--- src/rtl/rom_access_arbiter_if.sv ---
// ROM access bus shared by the CPU port, the auxiliary port and the ROM itself.
// slave  : arbiter view (takes requests and ROM data, drives grants, read data and ROM address)
// master : environment view (CPU, aux requester and ROM model)
// Signals: cpu_req/cpu_addr/cpu_gnt/cpu_rvalid/cpu_rdata,
//          aux_req/aux_addr/aux_gnt/aux_rvalid/aux_rdata, rom_addr, rom_data
interface rom_access_arbiter_if #(
  parameter int unsigned ADDR_WIDTH = 14,
  parameter int unsigned DATA_WIDTH = 8
);
  logic                  cpu_req;
  logic [ADDR_WIDTH-1:0] cpu_addr;
  logic                  cpu_gnt;
  logic                  cpu_rvalid;
  logic [DATA_WIDTH-1:0] cpu_rdata;
  logic                  aux_req;
  logic [ADDR_WIDTH-1:0] aux_addr;
  logic                  aux_gnt;
  logic                  aux_rvalid;
  logic [DATA_WIDTH-1:0] aux_rdata;
  logic [ADDR_WIDTH-1:0] rom_addr;
  logic [DATA_WIDTH-1:0] rom_data;

  modport slave (
    input  cpu_req, cpu_addr, aux_req, aux_addr, rom_data,
    output cpu_gnt, cpu_rvalid, cpu_rdata, aux_gnt, aux_rvalid, aux_rdata, rom_addr
  );

  modport master (
    output cpu_req, cpu_addr, aux_req, aux_addr, rom_data,
    input  cpu_gnt, cpu_rvalid, cpu_rdata, aux_gnt, aux_rvalid, aux_rdata, rom_addr
  );
endinterface

--- src/rtl/rom_access_arbiter.sv ---
// Arbiter for the single-port synchronous-read BASIC ROM shared by the 6502 CPU and an
// auxiliary reader. One read per clock; CPU has priority, but an aux request denied
// STARVE_LIMIT consecutive cycles is forced through on the next cycle.
// Ports:
//   clk   : system clock
//   rst_n : asynchronous active-low reset
//   bus   : rom_access_arbiter_if.slave (requests, grants, read data, ROM address/data)
module rom_access_arbiter #(
  parameter int unsigned ADDR_WIDTH   = 14,
  parameter int unsigned DATA_WIDTH   = 8,
  parameter int unsigned STARVE_LIMIT = 4
) (
  input logic                 clk,
  input logic                 rst_n,
  rom_access_arbiter_if.slave bus
);

  logic [3:0]            r_starve_cnt;
  logic                  r_cpu_rvalid;
  logic                  r_aux_rvalid;
  logic                  w_force_aux;
  logic                  w_cpu_gnt;
  logic                  w_aux_gnt;
  logic [ADDR_WIDTH-1:0] w_rom_addr;
  logic [DATA_WIDTH-1:0] w_rdata;

  // Grants are gated by rst_n so nothing is accepted while reset is held.
  always_comb begin
    w_force_aux = bus.aux_req && (r_starve_cnt >= 4'(STARVE_LIMIT));
    w_cpu_gnt   = 1'b0;
    w_aux_gnt   = 1'b0;
    if (rst_n) begin
      if (w_force_aux) begin
        w_aux_gnt = 1'b1;
      end else if (bus.cpu_req) begin
        w_cpu_gnt = 1'b1;
      end else if (bus.aux_req) begin
        w_aux_gnt = 1'b1;
      end
    end
  end

  // Idle cycles still present cpu_addr; the resulting ROM read is simply ignored.
  assign w_rom_addr = w_aux_gnt ? bus.aux_addr : bus.cpu_addr;
  assign w_rdata    = bus.rom_data;

  // Counts consecutive denied aux cycles; saturates so it never wraps back under the limit.
  always_ff @(posedge clk or negedge rst_n) begin
    if (!rst_n) begin
      r_starve_cnt <= 4'd0;
    end else if (bus.aux_req && !w_aux_gnt) begin
      if (r_starve_cnt != 4'd15) begin
        r_starve_cnt <= r_starve_cnt + 4'd1;
      end
    end else begin
      r_starve_cnt <= 4'd0;
    end
  end

  // rvalid mirrors the grant one cycle later, matching the ROM's registered read.
  always_ff @(posedge clk or negedge rst_n) begin
    if (!rst_n) begin
      r_cpu_rvalid <= 1'b0;
      r_aux_rvalid <= 1'b0;
    end else begin
      r_cpu_rvalid <= w_cpu_gnt;
      r_aux_rvalid <= w_aux_gnt;
    end
  end

  assign bus.cpu_gnt    = w_cpu_gnt;
  assign bus.aux_gnt    = w_aux_gnt;
  assign bus.rom_addr   = w_rom_addr;
  assign bus.cpu_rvalid = r_cpu_rvalid;
  assign bus.aux_rvalid = r_aux_rvalid;
  assign bus.cpu_rdata  = w_rdata;
  assign bus.aux_rdata  = w_rdata;

endmodule

--- src/flat_wrapper.sv ---
// flat-port wrapper written by rule: the top's interface ports become plain ports
module rom_access_arbiter_flat 
#(
  parameter int unsigned ADDR_WIDTH   = 14,
  parameter int unsigned DATA_WIDTH   = 8,
  parameter int unsigned STARVE_LIMIT = 4
)
  (clk, rst_n, bus_cpu_req, bus_cpu_addr, bus_aux_req, bus_aux_addr, bus_rom_data, bus_cpu_gnt, bus_cpu_rvalid, bus_cpu_rdata, bus_aux_gnt, bus_aux_rvalid, bus_aux_rdata, bus_rom_addr);
  rom_access_arbiter_if #(.ADDR_WIDTH(ADDR_WIDTH), .DATA_WIDTH(DATA_WIDTH)) bus_i ();
  input logic clk;
  input logic rst_n;
  input wire logic [$bits(bus_i.cpu_req)-1:0] bus_cpu_req;
  input wire logic [$bits(bus_i.cpu_addr)-1:0] bus_cpu_addr;
  input wire logic [$bits(bus_i.aux_req)-1:0] bus_aux_req;
  input wire logic [$bits(bus_i.aux_addr)-1:0] bus_aux_addr;
  input wire logic [$bits(bus_i.rom_data)-1:0] bus_rom_data;
  output wire logic [$bits(bus_i.cpu_gnt)-1:0] bus_cpu_gnt;
  output wire logic [$bits(bus_i.cpu_rvalid)-1:0] bus_cpu_rvalid;
  output wire logic [$bits(bus_i.cpu_rdata)-1:0] bus_cpu_rdata;
  output wire logic [$bits(bus_i.aux_gnt)-1:0] bus_aux_gnt;
  output wire logic [$bits(bus_i.aux_rvalid)-1:0] bus_aux_rvalid;
  output wire logic [$bits(bus_i.aux_rdata)-1:0] bus_aux_rdata;
  output wire logic [$bits(bus_i.rom_addr)-1:0] bus_rom_addr;
  assign bus_i.cpu_req = bus_cpu_req;
  assign bus_i.cpu_addr = bus_cpu_addr;
  assign bus_i.aux_req = bus_aux_req;
  assign bus_i.aux_addr = bus_aux_addr;
  assign bus_i.rom_data = bus_rom_data;
  assign bus_cpu_gnt = bus_i.cpu_gnt;
  assign bus_cpu_rvalid = bus_i.cpu_rvalid;
  assign bus_cpu_rdata = bus_i.cpu_rdata;
  assign bus_aux_gnt = bus_i.aux_gnt;
  assign bus_aux_rvalid = bus_i.aux_rvalid;
  assign bus_aux_rdata = bus_i.aux_rdata;
  assign bus_rom_addr = bus_i.rom_addr;
  rom_access_arbiter #(.ADDR_WIDTH(ADDR_WIDTH), .DATA_WIDTH(DATA_WIDTH), .STARVE_LIMIT(STARVE_LIMIT)) u_core (.clk(clk), .rst_n(rst_n), .bus(bus_i));
endmodule
--- config.mk ---
export PLATFORM = sky130hd
export DESIGN_NAME = rom_access_arbiter_flat
export DESIGN_NICKNAME = d
export VERILOG_FILES = /design/src/rtl/rom_access_arbiter_if.sv /design/src/rtl/rom_access_arbiter.sv /design/src/flat_wrapper.sv
export SDC_FILE = /design/constraint.sdc
export NUM_CORES = 1
export LEC_CHECK = 0
export CAP_MARGIN = 20
export CORE_AREA = 2 2 52 54
export DETAILED_ROUTE_END_ITERATION = 8
export DIE_AREA = 0 0 54 56
export PLACE_DENSITY = 0.8
export SYNTH_ARGS = -nofsm -noshare
export SYNTH_HDL_FRONTEND = slang
export SYNTH_SLANG_ARGS = --single-unit
--- constraint.sdc ---
create_clock -name clk -period 1.79 [get_ports clk]
set_input_delay 0.2685 -clock clk [delete_from_list [all_inputs] [get_ports clk]]
set_output_delay 0.2685 -clock clk [all_outputs]
set_load 0.01 [all_outputs]
# Word-level counts from Yosys, hierarchy flattened
# Index checks and enable logic that the tools add are counted.
# word_totals
wordCells	20
out_inout_bits	34
ff_bits	6
# classes
n_mux	10
n_eq_ne	2
add_sub_neg	1
magnitude_cmp	1
reduce_logical	3
# ops
op	n
$mux 14	1
$mux 4	2
$mux 1	7
$add 4x1->4 const B	1
$ge 4x3->1 const B	1
$ne 4x4->1 const B	1
$logic_and 1x1->1	2
$ne 2x2->1 const B	1
$logic_not 1->1	1

# Logic depth before layout (Yosys ltp)
# Gate-level depths: netlist of run 1.
# depth
word_depth	7
mapped_depth	4
ltp_nobuf	4

# Least setup slack after synthesis of run 1
# No wires, ideal clock.
# synth_path
path_type	flip-flop to output port
startpoint	register u_core.r_starve_cnt[2]
endpoint	output bus_rom_addr[0]
slack_ps	275
n_path_buf	1
required_ps	1521
path_stages_with_launch	5
t_arrival_ps	1247
path_cell_list	dfrtp_1 > nor3b_2 > nor2_4 > buf_12 > mux2_4
# synth_between
elab_chain_len	5
# synth_rtl
item	line	rtl
start, declared	rom_access_arbiter.sv:18	logic [3:0] r_starve_cnt;
start signal, assigned	rom_access_arbiter.sv:53	r_starve_cnt <= r_starve_cnt + 4'd1;
$ge 4x3->1	rom_access_arbiter.sv:29	w_force_aux = bus.aux_req && (r_starve_cnt >= 4'(STARVE_LIMIT));
$logic_and 1x1->1	rom_access_arbiter.sv:29	
$mux 1	rom_access_arbiter.sv:33	if (w_force_aux) begin
$mux 1	rom_access_arbiter.sv:32	if (rst_n) begin
net bus_aux_gnt	flat_wrapper.sv:20	output wire logic [$bits(bus_i.aux_gnt)-1:0] bus_aux_gnt;
$mux 14	rom_access_arbiter.sv:44	assign w_rom_addr = w_aux_gnt ? bus.aux_addr : bus.cpu_addr;
end, declared	flat_wrapper.sv:23	output wire logic [$bits(bus_i.rom_addr)-1:0] bus_rom_addr;
# The timed path passes the listed nets, and every way through them passes these cells.

# Worst setup path in the final report of run 1
# layout_path
startpoint	register u_core.r_starve_cnt[2]
endpoint	output bus_rom_addr[2]
# layout_between
elab_chain_len	5
# layout_rtl
item	line
$ge 4x3->1	rom_access_arbiter.sv:29
$logic_and 1x1->1	rom_access_arbiter.sv:29
$mux 1	rom_access_arbiter.sv:33
$mux 1	rom_access_arbiter.sv:32
$mux 14	rom_access_arbiter.sv:44
# No other way between the ends.

==> flow_results.xml, run 1 <==
<?xml version="1.0" encoding="UTF-8"?>
<metrics>
  <group name="sta">
    <metric name="max_slew.worst_pin.slew" unit="ns">0.471</metric>
    <metric name="drv_slew" unit="">0</metric>
    <metric name="worst_slack" unit="ns">-0.145</metric>
    <metric name="rsz0062_at_grt" unit="">true</metric>
    <metric name="total_negative_setup_slack" unit="ns">-0.714</metric>
    <metric name="clock-skew-final" unit="ns">0.00523</metric>
    <metric name="post-route-period-util" unit="%">108</metric>
    <metric name="hold_viol" unit="">0</metric>
    <metric name="setup_viol_count_final" unit="">14</metric>
    <metric name="worst_slew_slack_as_a_fraction_of_its_limit" unit="%">68.3</metric>
    <metric name="worst_hold_slack_across_all_endpoints" unit="ns">0.0925</metric>
    <metric name="finalCriticalPeriod" unit="ns">1.94</metric>
    <metric name="max_clock_freq" unit="MHz">517</metric>
  </group>
  <group name="synth">
    <metric name="syn_inst" unit="">58</metric>
    <metric name="synth-edff-count" unit="">0</metric>
    <metric name="postSynthRegisterBits" unit="">6</metric>
    <metric name="postSynth.asyncResetShare" unit="%">100</metric>
    <metric name="synth.top_cell.area_share" unit="%">24.5</metric>
    <metric name="dominantRegCellSynth" unit="">dfrtp_1</metric>
    <metric name="post-synth-top-count-cell" unit="">buf_4</metric>
    <metric name="yosys_synthesis_warning_count" unit="">0</metric>
    <metric name="syn_nets" unit="">99</metric>
    <metric name="yosysUniqueCellTypes" unit="">19</metric>
    <metric name="synth_seq_area_share" unit="%">24.5</metric>
    <metric name="post_synth_most_frequent_cells" unit="">buf_4, mux2_4, dfrtp_1, mux2_2, nor2_1</metric>
    <metric name="syn_area_per_cell" unit="um^2">10.6</metric>
    <metric name="post_synth_instance_area" unit="um^2">613</metric>
    <metric name="synth_area_leader_cell" unit="">dfrtp_1</metric>
    <metric name="synth_top_cells_by_area" unit="">dfrtp_1, mux2_4, buf_4</metric>
  </group>
  <group name="setup_path">
    <metric name="rr_worst_depth" unit="">4</metric>
    <metric name="critical_path_peak_fanout" unit="">8</metric>
    <metric name="critPathKind" unit="">reg2out</metric>
    <metric name="critPathLaunchType" unit="">flip-flop</metric>
    <metric name="startpoint_of_the_most_critical_register_to_register_path" unit="">u_core.r_starve_cnt[2]$_DFFE_PN0P_</metric>
    <metric name="cpMostUsedCell" unit="">buf_6</metric>
    <metric name="critPathMaxStageDelay" unit="ns">0.41</metric>
    <metric name="r2r_slack" unit="ns">0.50</metric>
    <metric name="worstSetupEndpointType" unit="">primary output</metric>
    <metric name="crit_slowest_cell" unit="">dfrtp_1</metric>
    <metric name="crit-reg2reg-capture" unit="">u_core.r_starve_cnt[3]$_DFFE_PN0P_</metric>
    <metric name="critical_path_required" unit="ns">1.52</metric>
    <metric name="critPathBufInv" unit="">3</metric>
    <metric name="critical_path.top_delay_family" unit="">flip-flops</metric>
    <metric name="critPathArrivalTime" unit="ns">1.67</metric>
    <metric name="crit_chain" unit="">nor3b_4 &gt; nor2_4 &gt; buf_12 &gt; buf_6 &gt; mux2_4 &gt; buf_6</metric>
  </group>
  <group name="route">
    <metric name="antenna_violating_nets_post_route" unit="">0</metric>
    <metric name="drc" unit="">0</metric>
    <metric name="initialDrtViolationCount" unit="">7</metric>
    <metric name="wire_length_reported_by_the_detailed_router" unit="mm">1.91</metric>
    <metric name="vias" unit="">580</metric>
    <metric name="via_density_per_instance" unit="">4.43</metric>
    <metric name="post_drt_wl_per_cell" unit="um">14.6</metric>
    <metric name="detail_route.first_pass.iterations" unit="">4</metric>
  </group>
  <group name="clock_tree">
    <metric name="clock_sink_count" unit="">6</metric>
    <metric name="tritoncts" unit="">done</metric>
    <metric name="ctsHoldBuffers" unit="">0</metric>
    <metric name="cts_htree_levels" unit="">1</metric>
    <metric name="number_of_buffers_inserted_during_clock_tree_synthesis" unit="">3</metric>
    <metric name="clk_pin_slew_worst_paths" unit="ns">0.05</metric>
    <metric name="max-clock-path-buffers" unit="">2</metric>
    <metric name="clock_latency" unit="ns">0.24</metric>
    <metric name="ctsRootBufferMaster" unit="">clkbuf_4</metric>
  </group>
  <group name="floorplanning">
    <metric name="chipWidth" unit="um">54</metric>
    <metric name="pin_count" unit="">74</metric>
    <metric name="row_count" unit="">18</metric>
    <metric name="die_footprint" unit="um^2">3020</metric>
    <metric name="floorplan.die.height" unit="um">56</metric>
    <metric name="design.core.area" unit="um^2">2430</metric>
    <metric name="initial_core_utilization" unit="%">25.2</metric>
  </group>
  <group name="placement">
    <metric name="place_area" unit="um^2">1040</metric>
    <metric name="dpl.hpwl" unit="mm">1.51</metric>
    <metric name="port_buffers" unit="">49</metric>
    <metric name="gp_congestion" unit="">0.763</metric>
  </group>
  <group name="final_layout">
    <metric name="share_of_post_route_cells_with_drive_strength_above_1" unit="%">41.6</metric>
    <metric name="fin_area" unit="um^2">1140</metric>
    <metric name="number_of_inserted_diodes" unit="">0</metric>
    <metric name="layout.filler_cells" unit="">226</metric>
    <metric name="finish.utilization" unit="%">46.7</metric>
    <metric name="ff_latch_area" unit="um^2">150</metric>
    <metric name="combined_area_of_the_multi_input_logic_cells" unit="um^2">328</metric>
    <metric name="layout.nets" unit="">144</metric>
    <metric name="synthToLayoutAreaGrowth" unit="%">85.3</metric>
  </group>
  <group name="global_routing">
    <metric name="largest_net_degree_at_the_start_of_global_routing" unit="">9</metric>
    <metric name="first_global_vias" unit="">575</metric>
    <metric name="grt_overflow" unit="">0</metric>
    <metric name="grt_pass1_wl" unit="mm">2.66</metric>
    <metric name="number_of_antenna_violations_at_the_first_check_in_global_routing" unit="">0</metric>
    <metric name="gr-usage-all-layers" unit="%">12.6</metric>
  </group>
  <group name="outcome">
    <metric name="run_status" unit="">complete, but fails checks</metric>
    <metric name="violated_checks" unit="">setup timing</metric>
  </group>
  <group name="power">
    <metric name="power-per-cell-area" unit="nW/um^2">441</metric>
    <metric name="leakagePower" unit="nW">0.516</metric>
    <metric name="irDropWorstVdd" unit="mV">0.318</metric>
  </group>
  <group name="min_path">
    <metric name="hp-class" unit="">in2async</metric>
  </group>
  <group name="flow_run">
    <metric name="max_cap_violations" unit="">0</metric>
  </group>
</metrics>
==> cell type report <==
class                   count  area share (%)
repair buffers             57            52.3
multi-input cells          34            28.9
flip-flops and latches      6            13.2
well taps                  30            3.30
clock buffers               3            1.98
inverters                   1           0.330
==> placed cells by master (no fill, tap or decap) <==
cell type and count:
nand3_1 2, mux2i_1 1, xnor2_1 1, dlygate4sd2_1 5
and3_1 1, buf_12 2, nand2_2 1, buf_6 16
buf_4 4, clkdlybuf4s50_1 30, nor2_4 1, dfrtp_1 6
inv_1 1, o21ai_1 1, o21ai_0 1, ha_1 1
nor3b_4 1, clkbuf_4 3, a31oi_1 1, nor2_1 4
nand2_1 1, nor3_1 2, mux2_4 9, nor3b_1 1
mux2_2 5
==> per-layer routing <==
| metal | track usage [%] | part of all wire, % |
|---|---|---|
| met2 | 24.7 | 54 |
| met3 | 7.53 | 16 |
| met4 | 1.43 | 0.31 |
| met1 | 10.3 | 29 |
| met5 | 0 | 0 |
==> logic make-up after synthesis <==
group | synth area share [%]
buffers and inverters | 23.5
muxes | 32.9
and+or+nand+nor | 13.1
DFF | 24.5
AOI/OAI and AO/OA | 2.65
xor gates and xnor gates | 1.43
adders and majority gates | 2.04
==> sequential cells by signal (all words and copies together), names as in the netlist <==
name	flops
u_core.bus.cpu_rvalid	1
u_core.r_starve_cnt	4
u_core.bus.aux_rvalid	1
==> worst reg2reg max path, delay by kind of cell, from the launching register on <==
kind	cells	cell delay, ns
simple gates	2	0.50
flops	1	0.41
compound gates	1	0.16
buf+inv	1	0.15
==> what timing repair did <==
item                                    4_1_cts  5_1_grt
endpoints found under the setup margin       16       16
gates cloned                                  1        0
setup buffers                                 4        0
pin swaps                                     2        2
resized for setup                            80        1
==> worst max-delay path by stage <==
stage	end	cells after the start	slack (ns)	start
after floorplan	bus_rom_addr[0]	4	0.27	u_core.r_starve_cnt[2]$_DFFE_PN0P_
final	bus_rom_addr[2]	6	-0.15	u_core.r_starve_cnt[2]$_DFFE_PN0P_
after global routing	bus_rom_addr[2]	6	-0.21	u_core.r_starve_cnt[2]$_DFFE_PN0P_
after global placement	bus_rom_addr[3]	6	-0.46	bus_cpu_req
after CTS	bus_rom_addr[12]	6	-0.15	u_core.r_starve_cnt[3]$_DFFE_PN0P_
after detailed placement	bus_rom_addr[12]	6	-0.51	bus_cpu_req
==> where the power goes <==
part,internal [W],leakage (nW),total (W),switching (W)
clock network,0.0000758,0.0138,0.000123,0.0000477
registers,0.000142,0.0805,0.000148,0.00000539
logic,0.000157,0.422,0.000230,0.0000731
==> per-stage QoR <==
stage	total power [W]	std cells	worst slack, ns
after floorplan	0.000261	58	0.275
after global placement	0.000360	124	-0.465
after detailed placement	0.000364	124	-0.506
after CTS	0.000515	132	-0.149
after global routing	0.000539	131	-0.206
final	0.000501	131	-0.145
(Power assumes the default switching activity.)
==> inputs of run 2 (changes only) <==
- CAP_MARGIN: 20 -> 10
- PLACE_DENSITY: 0.8 -> 0.85
- RECOVER_POWER: default -> 25
==> run 2 against run 1 <==
The run still ends with setup timing left. Cell count fell by 2.3%. Die area did not move. Setup slack improved by 0.079 ns. Sequential power barely moved. First-iteration DRC count fell by 57%. Largest cell class unchanged. Via count fell by 4.0%. Non-clock buffer count fell by 3. Clock skew fell by 0.0025 ns. Worst hold slack improved by 0.078 ns. Sequential cell count did not move. Global-route usage rose by 0.52 points. Register-to-register slack improved by 0.08 ns.
==> flow_results.xml, run 2 (synthesized netlist as in run 1, its figures left out) <==
<?xml version="1.0" encoding="UTF-8"?>
<metrics>
  <group name="outcome">
    <metric name="run_status" unit="">complete, but fails checks</metric>
    <metric name="violated_checks" unit="">setup timing</metric>
  </group>
  <group name="flow_run">
    <metric name="max_cap_violations" unit="">0</metric>
  </group>
  <group name="global_routing">
    <metric name="gr-usage-met3" unit="%">6.99</metric>
    <metric name="gr-usage-all-layers" unit="%">13.1</metric>
    <metric name="grtUsageMet1" unit="%">11.3</metric>
    <metric name="grtUsageMet2" unit="%">24.6</metric>
    <metric name="grt_pass1_wl" unit="mm">2.79</metric>
    <metric name="grt_overflow" unit="">0</metric>
    <metric name="number_of_antenna_violations_at_the_first_check_in_global_routing" unit="">0</metric>
    <metric name="globalRoute.busiestLayer" unit="">met2</metric>
    <metric name="first_global_vias" unit="">600</metric>
    <metric name="largest_net_degree_at_the_start_of_global_routing" unit="">9</metric>
  </group>
  <group name="sta">
    <metric name="max_slew.worst_pin.slew" unit="ns">0.452</metric>
    <metric name="worst_slack" unit="ns">-0.0664</metric>
    <metric name="drv_slew" unit="">0</metric>
    <metric name="post-route-period-util" unit="%">104</metric>
    <metric name="finalCriticalPeriod" unit="ns">1.86</metric>
    <metric name="clock-skew-final" unit="ns">0.00270</metric>
    <metric name="worst_slew_slack_as_a_fraction_of_its_limit" unit="%">69.6</metric>
    <metric name="worst_hold_slack_across_all_endpoints" unit="ns">0.170</metric>
    <metric name="max_clock_freq" unit="MHz">539</metric>
    <metric name="setup_viol_count_final" unit="">14</metric>
    <metric name="rsz0062_at_grt" unit="">true</metric>
    <metric name="hold_viol" unit="">0</metric>
  </group>
  <group name="floorplanning">
    <metric name="die_footprint" unit="um^2">3020</metric>
    <metric name="floorplan.die.height" unit="um">56</metric>
    <metric name="initial_core_utilization" unit="%">25.2</metric>
    <metric name="design.core.area" unit="um^2">2430</metric>
    <metric name="chipWidth" unit="um">54</metric>
    <metric name="row_count" unit="">18</metric>
    <metric name="pin_count" unit="">74</metric>
  </group>
  <group name="final_layout">
    <metric name="synthToLayoutAreaGrowth" unit="%">80.0</metric>
    <metric name="layout.nets" unit="">141</metric>
    <metric name="layout.filler_cells" unit="">249</metric>
    <metric name="instances_no_fill" unit="">128</metric>
    <metric name="fin_area" unit="um^2">1100</metric>
    <metric name="number_of_inserted_diodes" unit="">0</metric>
    <metric name="share_of_post_route_cells_with_drive_strength_above_1" unit="%">38.8</metric>
    <metric name="commonest_non_fill_non_tap_cells_in_the_layout" unit="">clkdlybuf4s50_1, buf_6, mux2_4, dfrtp_1, mux2_2</metric>
    <metric name="finish.utilization" unit="%">45.4</metric>
    <metric name="register_ranked_first_by_flip_flop_count" unit="">u_core.r_starve_cnt</metric>
    <metric name="layout_commonest_cell" unit="">clkdlybuf4s50_1</metric>
    <metric name="largest_register_ffs" unit="">4</metric>
  </group>
  <group name="setup_path">
    <metric name="critPathKind" unit="">reg2out</metric>
    <metric name="crit-reg2reg-capture" unit="">u_core.r_starve_cnt[2]$_DFFE_PN0P_</metric>
    <metric name="startpoint_of_the_most_critical_register_to_register_path" unit="">u_core.r_starve_cnt[2]$_DFFE_PN0P_</metric>
    <metric name="critPathLaunchType" unit="">flip-flop</metric>
    <metric name="critPathArrivalTime" unit="ns">1.59</metric>
    <metric name="critical_path_required" unit="ns">1.52</metric>
    <metric name="critical_path_peak_fanout" unit="">8</metric>
    <metric name="rr_worst_depth" unit="">3</metric>
    <metric name="worstSetupEndpointType" unit="">primary output</metric>
    <metric name="r2r_slack" unit="ns">0.58</metric>
  </group>
  <group name="placement">
    <metric name="gp_congestion" unit="">0.756</metric>
    <metric name="port_buffers" unit="">49</metric>
    <metric name="placed_cells_incl_taps" unit="">124</metric>
    <metric name="dpl.hpwl" unit="mm">1.54</metric>
    <metric name="place_area" unit="um^2">1040</metric>
  </group>
  <group name="clock_tree">
    <metric name="cts_htree_levels" unit="">1</metric>
    <metric name="tritoncts" unit="">done</metric>
    <metric name="ctsHoldBuffers" unit="">0</metric>
    <metric name="ctsRootBufferMaster" unit="">clkbuf_4</metric>
    <metric name="max-clock-path-buffers" unit="">2</metric>
    <metric name="clock_sink_count" unit="">6</metric>
    <metric name="number_of_buffers_inserted_during_clock_tree_synthesis" unit="">3</metric>
    <metric name="clock_latency" unit="ns">0.24</metric>
    <metric name="clk_pin_slew_worst_paths" unit="ns">0.05</metric>
  </group>
  <group name="route">
    <metric name="detail_route.first_pass.iterations" unit="">2</metric>
    <metric name="wire_length_reported_by_the_detailed_router" unit="mm">1.88</metric>
    <metric name="vias" unit="">557</metric>
    <metric name="drc" unit="">0</metric>
    <metric name="post_drt_wl_per_cell" unit="um">14.7</metric>
    <metric name="antenna_violating_nets_post_route" unit="">0</metric>
    <metric name="initialDrtViolationCount" unit="">3</metric>
    <metric name="via_density_per_instance" unit="">4.35</metric>
  </group>
  <group name="power">
    <metric name="leakagePower" unit="nW">0.493</metric>
    <metric name="power-per-cell-area" unit="nW/um^2">451</metric>
    <metric name="irDropWorstVdd" unit="mV">0.243</metric>
  </group>
  <group name="min_path">
    <metric name="hp-class" unit="">in2async</metric>
  </group>
</metrics>
[run 2: how the worst max path moves through the flow]
stage | from | end | slack (ns) | cells after the start
floorplan | u_core.r_starve_cnt[2]$_DFFE_PN0P_ | bus_rom_addr[0] | 0.27 | 4
global placement | bus_cpu_req | bus_rom_addr[1] | -0.46 | 6
detailed placement | bus_cpu_req | bus_rom_addr[2] | -0.55 | 6
CTS | u_core.r_starve_cnt[3]$_DFFE_PN0P_ | bus_rom_addr[2] | -0.17 | 6
global route | u_core.r_starve_cnt[2]$_DFFE_PN0P_ | bus_rom_addr[7] | -0.14 | 5
finish | u_core.r_starve_cnt[2]$_DFFE_PN0P_ | bus_rom_addr[2] | -0.07 | 5
[run 2: layout make-up]
type / instances / area [um^2] / area share, %
clock buffers: 3 / 22.5 / 2.04
inverters: 1 / 3.75 / 0.340
multi-input cells: 34 / 328 / 29.7
flip-flops and latches: 6 / 150 / 13.6
well taps: 30 / 37.5 / 3.40
repair buffers: 54 / 562 / 50.9
[run 2: timing repair]
item / in CTS / in global routing
setup endpoints to repair: 16 / 16
cloned: 1 / 0
gates resized for setup: 78 / 1
pin swaps: 2 / 2
endpoints found under the hold margin: 0 / 0
setup buffers: 1 / 0
[run 2: report_power, final]
group	internal (W)	leakage, nW	total, W	switching (W)
Sequential	0.000142	0.0805	0.000148	0.00000542
Clock	0.0000761	0.0138	0.000128	0.0000519
Combinational	0.000151	0.399	0.000222	0.0000707
[run 2: routing by layer]
metal	part of all wire [%]	wire length, um	vias up
met5	0	0	-
met4	0.21	4	0
met3	17	326	2
met2	55	1030	38
met1	28	520	252
li1	-	-	265
[run 2: metrics by stage]
| step | worst slack (ns) | total power [W] | setup TNS [ns] |
|---|---|---|---|
| after floorplan | 0.275 | 0.000261 | 0 |
| after global placement | -0.455 | 0.000359 | -6.50 |
| after CTS | -0.165 | 0.000513 | -1.21 |
| final | -0.0664 | 0.000497 | -0.770 |
| after global routing | -0.140 | 0.000533 | -1.79 |
| after detailed placement | -0.545 | 0.000364 | -7.66 |
[run 2: worst max-delay path: stages, from the launching register on]
cell	delay (ns)
dfrtp_1	0.42
nor3b_4	0.27
nor2_4	0.08
buf_12	0.15
mux2_4	0.30
buf_6	0.12
==> inputs of run 3 (changes only) <==
- CORE_AREA: 2 2 52 54 -> 2 2 39 41
- DIE_AREA: 0 0 54 56 -> 0 0 41 43
- DONT_BUFFER_PORTS: default -> 1
- PLACE_DENSITY: 0.85 -> 0.69
==> run 3 against run 2 <==
The flow still finishes with violations (setup timing). Count of clock-buffer cells in the layout unchanged. Clock power decreased by 6%. Combinational power shrank 61%.
==> flow_results.xml, run 3 (synthesized netlist as in run 1, its figures left out) <==
<?xml version="1.0" encoding="UTF-8"?>
<metrics>
  <group name="sta">
    <metric name="rsz0062_at_grt" unit="">true</metric>
    <metric name="max_slew.worst_pin.slew" unit="ns">0.464</metric>
    <metric name="drv_slew" unit="">0</metric>
    <metric name="post-route-period-util" unit="%">100</metric>
    <metric name="setup_viol_count_final" unit="">3</metric>
    <metric name="worst_slack" unit="ns">-0.00245</metric>
    <metric name="worst_slew_slack_as_a_fraction_of_its_limit" unit="%">68.8</metric>
    <metric name="finalCriticalPeriod" unit="ns">1.79</metric>
    <metric name="clock-skew-final" unit="ns">0.00443</metric>
    <metric name="max_clock_freq" unit="MHz">558</metric>
    <metric name="hold_viol" unit="">0</metric>
  </group>
  <group name="floorplanning">
    <metric name="design.core.area" unit="um^2">1380</metric>
    <metric name="pin_count" unit="">74</metric>
    <metric name="chipWidth" unit="um">41</metric>
    <metric name="floorplan.die.height" unit="um">43</metric>
    <metric name="die_footprint" unit="um^2">1760</metric>
    <metric name="initial_core_utilization" unit="%">44.3</metric>
    <metric name="row_count" unit="">14</metric>
  </group>
  <group name="setup_path">
    <metric name="critical_path.top_delay_family" unit="">simple AND/OR/NAND/NOR gates</metric>
    <metric name="critPathLaunchType" unit="">flip-flop</metric>
    <metric name="critPathMaxStageDelay" unit="ns">0.43</metric>
    <metric name="worstSetupEndpointType" unit="">primary output</metric>
    <metric name="critPathKind" unit="">reg2out</metric>
    <metric name="crit_chain" unit="">nor3b_4 &gt; nor2_4 &gt; mux2_4</metric>
    <metric name="critical_path_required" unit="ns">1.52</metric>
    <metric name="startpoint_of_the_most_critical_register_to_register_path" unit="">u_core.r_starve_cnt[3]$_DFFE_PN0P_</metric>
    <metric name="crit_path_start" unit="">u_core.r_starve_cnt[3]$_DFFE_PN0P_</metric>
    <metric name="critPathArrivalTime" unit="ns">1.52</metric>
    <metric name="critical_path_peak_fanout" unit="">6</metric>
    <metric name="critPathBufInv" unit="">0</metric>
    <metric name="crit_slowest_cell" unit="">dfrtp_2</metric>
  </group>
  <group name="final_layout">
    <metric name="ff_latch_area" unit="um^2">153</metric>
    <metric name="commonest_non_fill_non_tap_cells_in_the_layout" unit="">mux2_4, mux2_2, nor2_1, dfrtp_1</metric>
    <metric name="layout.filler_cells" unit="">145</metric>
    <metric name="share_of_post_route_cells_with_drive_strength_above_1" unit="%">52.0</metric>
    <metric name="number_of_inserted_diodes" unit="">0</metric>
    <metric name="synthToLayoutAreaGrowth" unit="%">-6.33</metric>
    <metric name="largest_register_ffs" unit="">4</metric>
    <metric name="finish.utilization" unit="%">41.5</metric>
    <metric name="layout_commonest_cell" unit="">mux2_4</metric>
    <metric name="combined_area_of_the_multi_input_logic_cells" unit="um^2">343</metric>
    <metric name="layout.nets" unit="">93</metric>
    <metric name="fin_area" unit="um^2">574</metric>
    <metric name="register_ranked_first_by_flip_flop_count" unit="">u_core.r_starve_cnt</metric>
  </group>
  <group name="min_path">
    <metric name="hp-class" unit="">in2reg</metric>
    <metric name="worst_hold_startpoint" unit="">rst_n</metric>
  </group>
  <group name="clock_tree">
    <metric name="max-clock-path-buffers" unit="">2</metric>
    <metric name="number_of_buffers_inserted_during_clock_tree_synthesis" unit="">3</metric>
    <metric name="clk_pin_slew_worst_paths" unit="ns">0.04</metric>
    <metric name="clock_sink_count" unit="">6</metric>
    <metric name="cts_htree_levels" unit="">1</metric>
    <metric name="tritoncts" unit="">done</metric>
    <metric name="clock_latency" unit="ns">0.24</metric>
    <metric name="ctsRootBufferMaster" unit="">clkbuf_4</metric>
  </group>
  <group name="route">
    <metric name="antenna_violating_nets_post_route" unit="">0</metric>
    <metric name="via_density_per_instance" unit="">5.79</metric>
    <metric name="post_drt_wl_per_cell" unit="um">17.3</metric>
    <metric name="vias" unit="">382</metric>
    <metric name="wire_length_reported_by_the_detailed_router" unit="mm">1.14</metric>
    <metric name="initialDrtViolationCount" unit="">7</metric>
    <metric name="drc" unit="">0</metric>
    <metric name="detail_route.first_pass.iterations" unit="">2</metric>
  </group>
  <group name="global_routing">
    <metric name="grt_overflow" unit="">0</metric>
    <metric name="largest_net_degree_at_the_start_of_global_routing" unit="">10</metric>
    <metric name="grt_pass1_wl" unit="mm">1.46</metric>
    <metric name="number_of_antenna_violations_at_the_first_check_in_global_routing" unit="">0</metric>
    <metric name="gr-usage-all-layers" unit="%">13.1</metric>
    <metric name="first_global_vias" unit="">337</metric>
  </group>
  <group name="power">
    <metric name="irDropWorstVdd" unit="mV">0.356</metric>
    <metric name="leakagePower" unit="nW">0.255</metric>
    <metric name="power-per-cell-area" unit="nW/um^2">619</metric>
  </group>
  <group name="placement">
    <metric name="place_area" unit="um^2">493</metric>
    <metric name="dpl.hpwl" unit="um">819</metric>
    <metric name="port_buffers" unit="">0</metric>
    <metric name="gp_congestion" unit="">0.802</metric>
  </group>
  <group name="outcome">
    <metric name="run_status" unit="">complete, but fails checks</metric>
    <metric name="violated_checks" unit="">setup timing</metric>
  </group>
  <group name="flow_run">
    <metric name="max_cap_violations" unit="">0</metric>
  </group>
</metrics>
## run 3: what timing repair did
| item | 4_1_cts | 5_1_grt |
|---|---|---|
| resized for setup | 4 | 0 |
| endpoints found under the setup margin | 14 | 14 |
| cloned | 1 | 1 |
| hold buffers | 1 | 0 |
| pin swaps | 1 | 1 |
| hold endpoints to repair | 6 | 0 |
| setup buffers | 0 | 3 |
## run 3: per-layer routing
layer,part of all wire (%),global-route usage (%)
met5,0,0
met4,1.7,10.0
met3,15,8.38
met2,50,18.8
met1,34,12.7
## run 3: power breakdown
part	internal, W	switching, W
clock network	0.0000755	0.0000441
registers	0.000143	0.00000706
logic	0.0000433	0.0000428
## run 3: final timing paths
kind,endpoint,slack (ns),cells after the start
min,u_core.bus.cpu_rvalid$_DFF_PN0_,0.26,1
max,bus_rom_addr[12],-0.002,3
max in group asynchronous,u_core.r_starve_cnt[2]$_DFFE_PN0P_,1.21,1
min reg2reg,u_core.r_starve_cnt[1]$_DFFE_PN0P_,0.58,2
min in group asynchronous,u_core.bus.aux_rvalid$_DFF_PN0_,0.34,1
max reg2reg,u_core.r_starve_cnt[2]$_DFFE_PN0P_,0.39,3
## run 3: through the flow
stage | std cells | TNS, ns | power, W | hold slack [ns] | worst slack (ns)
after CTS | 62 | -0.0771 | 0.000362 | 0.261 | -0.0150
after floorplan | 58 | 0 | 0.000261 | -0.0271 | 0.275
final | 66 | -0.00664 | 0.000355 | 0.265 | -0.00245
after detailed placement | 57 | 0 | 0.000227 | -0.0269 | 0.0768
after global routing | 66 | -0.614 | 0.000379 | 0.253 | -0.0620
after global placement | 57 | 0 | 0.000226 | -0.0269 | 0.127
## run 3: layout make-up
cell class                 instances  share of cell area [%]
sequential                         6                    26.6
timing repair buffer               4                    5.66
multi-input combinational         36                    59.7
tap                               16                    3.49
clock buffer                       3                    3.92
inverter                           1                   0.654
